`src/rtl/side_sensor_req.sv`:
```
// Side-street vehicle sensor request generator: synchronizes and debounces the
// loop detector, then holds a latched request until the controller acknowledges it.
module side_sensor_req #(
    parameter int unsigned DEBOUNCE_CYCLES = 4,
    parameter int unsigned HOLDOFF_CYCLES  = 8
) (
    input  logic       clk,
    input  logic       rst,
    input  logic       sensor_raw,
    input  logic       ack,
    output logic       s,
    output logic       busy,
    output logic [7:0] req_count
);

    localparam logic [1:0] ST_IDLE     = 2'd0;
    localparam logic [1:0] ST_DEBOUNCE = 2'd1;
    localparam logic [1:0] ST_REQ      = 2'd2;
    localparam logic [1:0] ST_HOLDOFF  = 2'd3;

    localparam logic [7:0] DEB_LAST  = 8'(DEBOUNCE_CYCLES - 1);
    localparam logic [7:0] HOLD_LAST = 8'(HOLDOFF_CYCLES - 1);

    function automatic logic [7:0] sat_inc(input logic [7:0] value);
        sat_inc = (value == 8'hFF) ? 8'hFF : (value + 8'd1);
    endfunction

    logic [1:0] state_q, state_d;
    logic [7:0] cnt_q, cnt_d;
    logic [7:0] req_count_q, req_count_d;
    logic       sync1_q;
    logic       sens_q, sens_d;
    logic       s_q, s_d;

    // sens_s is held low during hold-off so a sustained vehicle must re-debounce
    // from a freshly observed sample once the block is back in IDLE.
    assign sens_d = (state_q == ST_HOLDOFF) ? 1'b0 : sync1_q;

    // Next-state, counter and acknowledged-request count decode.
    always_comb begin
        state_d     = state_q;
        cnt_d       = cnt_q;
        req_count_d = req_count_q;
        case (state_q)
            ST_IDLE: begin
                if (sens_q) begin
                    state_d = ST_DEBOUNCE;
                    cnt_d   = 8'd1;
                end else begin
                    state_d = ST_IDLE;
                end
            end
            ST_DEBOUNCE: begin
                if (!sens_q) begin
                    state_d = ST_IDLE;
                    cnt_d   = 8'd0;
                end else if (cnt_q == DEB_LAST) begin
                    state_d = ST_REQ;
                    cnt_d   = 8'd0;
                end else begin
                    cnt_d = cnt_q + 8'd1;
                end
            end
            ST_REQ: begin
                if (ack) begin
                    state_d     = ST_HOLDOFF;
                    cnt_d       = 8'd0;
                    req_count_d = sat_inc(req_count_q);
                end else begin
                    state_d = ST_REQ;
                end
            end
            ST_HOLDOFF: begin
                if (cnt_q == HOLD_LAST) begin
                    state_d = ST_IDLE;
                    cnt_d   = 8'd0;
                end else begin
                    cnt_d = cnt_q + 8'd1;
                end
            end
            default: begin
                state_d = ST_IDLE;
                cnt_d   = 8'd0;
            end
        endcase
        s_d = (state_d == ST_REQ);
    end

    // State, synchronizer and output registers.
    always_ff @(posedge clk or posedge rst) begin
        if (rst) begin
            state_q     <= ST_IDLE;
            cnt_q       <= 8'd0;
            req_count_q <= 8'd0;
            sync1_q     <= 1'b0;
            sens_q      <= 1'b0;
            s_q         <= 1'b0;
        end else begin
            state_q     <= state_d;
            cnt_q       <= cnt_d;
            req_count_q <= req_count_d;
            sync1_q     <= sensor_raw;
            sens_q      <= sens_d;
            s_q         <= s_d;
        end
    end

    assign s         = s_q;
    assign busy      = (state_q != ST_IDLE);
    assign req_count = req_count_q;

endmodule

```
`config.mk`:
```
export PLATFORM = sky130hd
export DESIGN_NAME = side_sensor_req
export DESIGN_NICKNAME = d
export VERILOG_FILES = /design/src/rtl/side_sensor_req.sv
export SDC_FILE = /design/constraint.sdc
export NUM_CORES = 1
export LEC_CHECK = 0
export BUFFER_PORTS_ARGS = -buffer_cell sky130_fd_sc_hd__buf_2
export CAP_MARGIN = 20
export CORE_MARGIN = 5
export CORE_UTILIZATION = 45
export DETAILED_ROUTE_END_ITERATION = 7
export GPL_TIMING_DRIVEN = 0
export PLACE_DENSITY_LB_ADDON = 0.3
export SLEW_MARGIN = 15
export SYNTH_ARGS = -nofsm -noshare
export SYNTH_HDL_FRONTEND = slang
export SYNTH_SLANG_ARGS = --single-unit
```
`constraint.sdc`:
```
create_clock -name clk -period 2.6 [get_ports clk]
set_clock_uncertainty 0.2 [all_clocks]
set_input_delay 0.13 -clock clk [delete_from_list [all_inputs] [get_ports clk]]
set_output_delay 0.13 -clock clk [all_outputs]
set_load 0.02 [all_outputs]
```
==> results.md <==
- R2R cell count: 5
- Num CTS Buffers: 3
- Endpoint class of the critical path: register
- Overall power: 1.17 mW
- Crit start category: register
- Synth top area cells: dfrtp_1 (48%), a21oi_1 (3.7%), a31oi_1 (3.5%), nand2_1 (3.5%), nor2_1 (3.1%)
- R2R Path Start: cnt_q[4]
- Hold Startpoint: ack
- Hpwl dp: 1630 um
- Post-Syn Instances: 112
- Largest net degree at the start of global routing: 22
- Worst Hold Endpoint: cnt_q[0]
- Most instantiated cells after synthesis: dfrtp_1 (21), nand2_1 (10), nor2_1 (9), a21oi_1 (8), a31oi_1 (6)
- Most used routing layer: met2
- Syn nets: 118
- Util after Layout: 54.7%
- Crit path kind: reg -> reg
- Yosys reg bits: 21
- Layout cell share with drive strength beyond 1: 22.1%
- Routed vias/inst: 5.77
- Setup ws final: 491 ps
- Fin nets: 138
- RSZ-0062 raised after global routing: false
- Die ar.: 0.00349 mm^2
- Routing usage on met3: 4.79%
- Gr ovfl total: 0
- Status: completed
- Die Width: 59.1 um
- Mapped Area: 0.00108 mm^2
- Crit path time final: 2110 ps
- Final setup viols: 0
- FP Rows: 17
- CP max FO: 5
- TritonRoute pass-1 iters: 4
- First-iteration detailed-routing DRC count: 36
- EDFF count, synth: 0
- Post-Place Worst Slack: 513 ps
- Worst-Skew Late Latency: 310 ps
- Port Buf Inserts: 13
- Max-slew violation count: 0
- H-tree lvl count: 1
- # DRC: 0
- Top Ports: 14
- Cell variety after synth: 36
- # diodes: 0
- Post-synth top flop: dfrtp_1
- Total GRT Usage: 14.1%
- Area leader, netlist: dfrtp_1
- Slew @ Worst Pin: 787 ps
- Vias post-DR: 917
- Slew margin rel.: 47.5%
- Async set-reset flop share out of synthesis: 100%
- Syn avg cell area: 9.69 um^2
- Wirelength, routed: 2200 um
- Critical path arrival: 2120 ps
- Yosys top cell area share: 48.4%
- DR WL/cell: 13.8 um
- Sequential-to-total area share from yosys stat: 48.4%
- Core Area: 0.00225 mm^2
- Number of max-cap violations: 0
- Final Cycle Share: 81.1%
- Max Root-Sink Buffers: 2
- Syn-to-layout area delta: 13.6%
- Worst-path clk slew: 120 ps
- Hold Vio Cnt, Final: 0
- Clock sinks: 21
- Worst hold path type: in -> reg
- Die height: 59.1 um
- CTS root buffer: clkbuf_4
- Setup TNS: 0 ps
- F_max: 474 MHz
- Worst hold stages: 4
- Leakage power: 0.592 nW
- GP Congestion: 0.822
- Initial antenna violation count: 0
- Hold_ws: 17.2 ps
- GRT met2 Usage: 24.3%
- CTS tree: built
- First-pass GRT wire length: 3770 um
- Vias in the first global route: 867
- Post-CTS Setup Inserts: 0
- Maximum vdd drop: 0.000700 V
- Worst r2r dst: cnt_q[5]
- Synth Warn #: 0
- Most common cell in the netlist: dfrtp_1
- Critical Path RT: 2620 ps
- R2R Setup Slk: 490 ps
- Pwr dens: 950 mW/mm^2
- Final antenna-violating net count: 0
- Initial Util: 48.1%
- Met1 Resource Use GR: 16.6%
[cell type report]
type | count | area [um^2]
timing repair buffer | 15 | 85.1
fill | 211 | 1020
clock buffer | 3 | 22.5
sequential | 21 | 526
multi-input combinational | 84 | 529
buffer | 3 | 15.0
inverter | 4 | 15.0
clock inverter | 1 | 5.00
tap | 28 | 35.0
[state kept, by name (all words and copies together), names as in the netlist]
signal,cells
sens_q,1
state_q,2
sync1_q,1
cnt_q,8
req_count,8
s,1
[worst max-delay path by stage]
stage             start        to  cells after the start
2_1_floorplan  cnt_q[4]  cnt_q[6]                      5
3_3_place_gp   cnt_q[4]  cnt_q[5]                      5
3_5_place_dp   cnt_q[5]  cnt_q[5]                      5
4_1_cts        cnt_q[4]  cnt_q[5]                      5
5_1_grt        cnt_q[4]  cnt_q[7]                      5
6_report       cnt_q[4]  cnt_q[5]                      5
[layout by cell type (no fill, tap or decap), types with 4 or more instances in the layout]
cell	netlist	final
dfrtp_1	21	21
buf_2	0	13
nand2_1	10	10
nor2_1	9	9
a21oi_1	8	8
a31oi_1	6	6
nand3_1	5	5
and3_1	5	5
o21ai_0	5	5
inv_1	4	4
[repair_timing]
| action | in CTS | in global routing |
|---|---|---|
| hold endpoints to repair | 22 | 0 |
| resized for setup | 0 | 0 |
| hold buffers | 2 | 0 |
[routing by layer]
metal,part of all wire (%),routed length [um],vias to the layer above
met1,44,969,439
met5,0,0,-
li1,-,-,448
met3,6.5,143,2
met4,0.64,14,0
met2,49,1070,28
[metrics by stage]
stage | cell area [um^2] | std cells
6_report | 1230 | 159
4_1_cts | 1230 | 159
3_5_place_dp | 1180 | 153
3_3_place_gp | 1180 | 153
5_1_grt | 1230 | 159
2_1_floorplan | 1080 | 112
[power by group]
part,switching [mW],internal [mW]
Combinational,0.321,0.207
Sequential,0.0783,0.403
Clock,0.103,0.0575
Total,0.502,0.668
[cells by family after synthesis]
family | Yosys count | synth area share [%]
mux | 1 | 1.04
simple gates | 44 | 21.6
fa+ha+maj | 2 | 2.31
buf+inv | 7 | 2.77
xor+xnor | 3 | 2.42
compound gates | 34 | 21.5
flops | 21 | 48.4
[worst max-delay path, stage by stage (launching register included)]
cell	delay, ps
dfrtp_1	450
or4_4	580
a211oi_4	280
or2_2	230
o21ai_1	80
a21o_1	200
No activity file was read; power rests on OpenSTA's default activity.
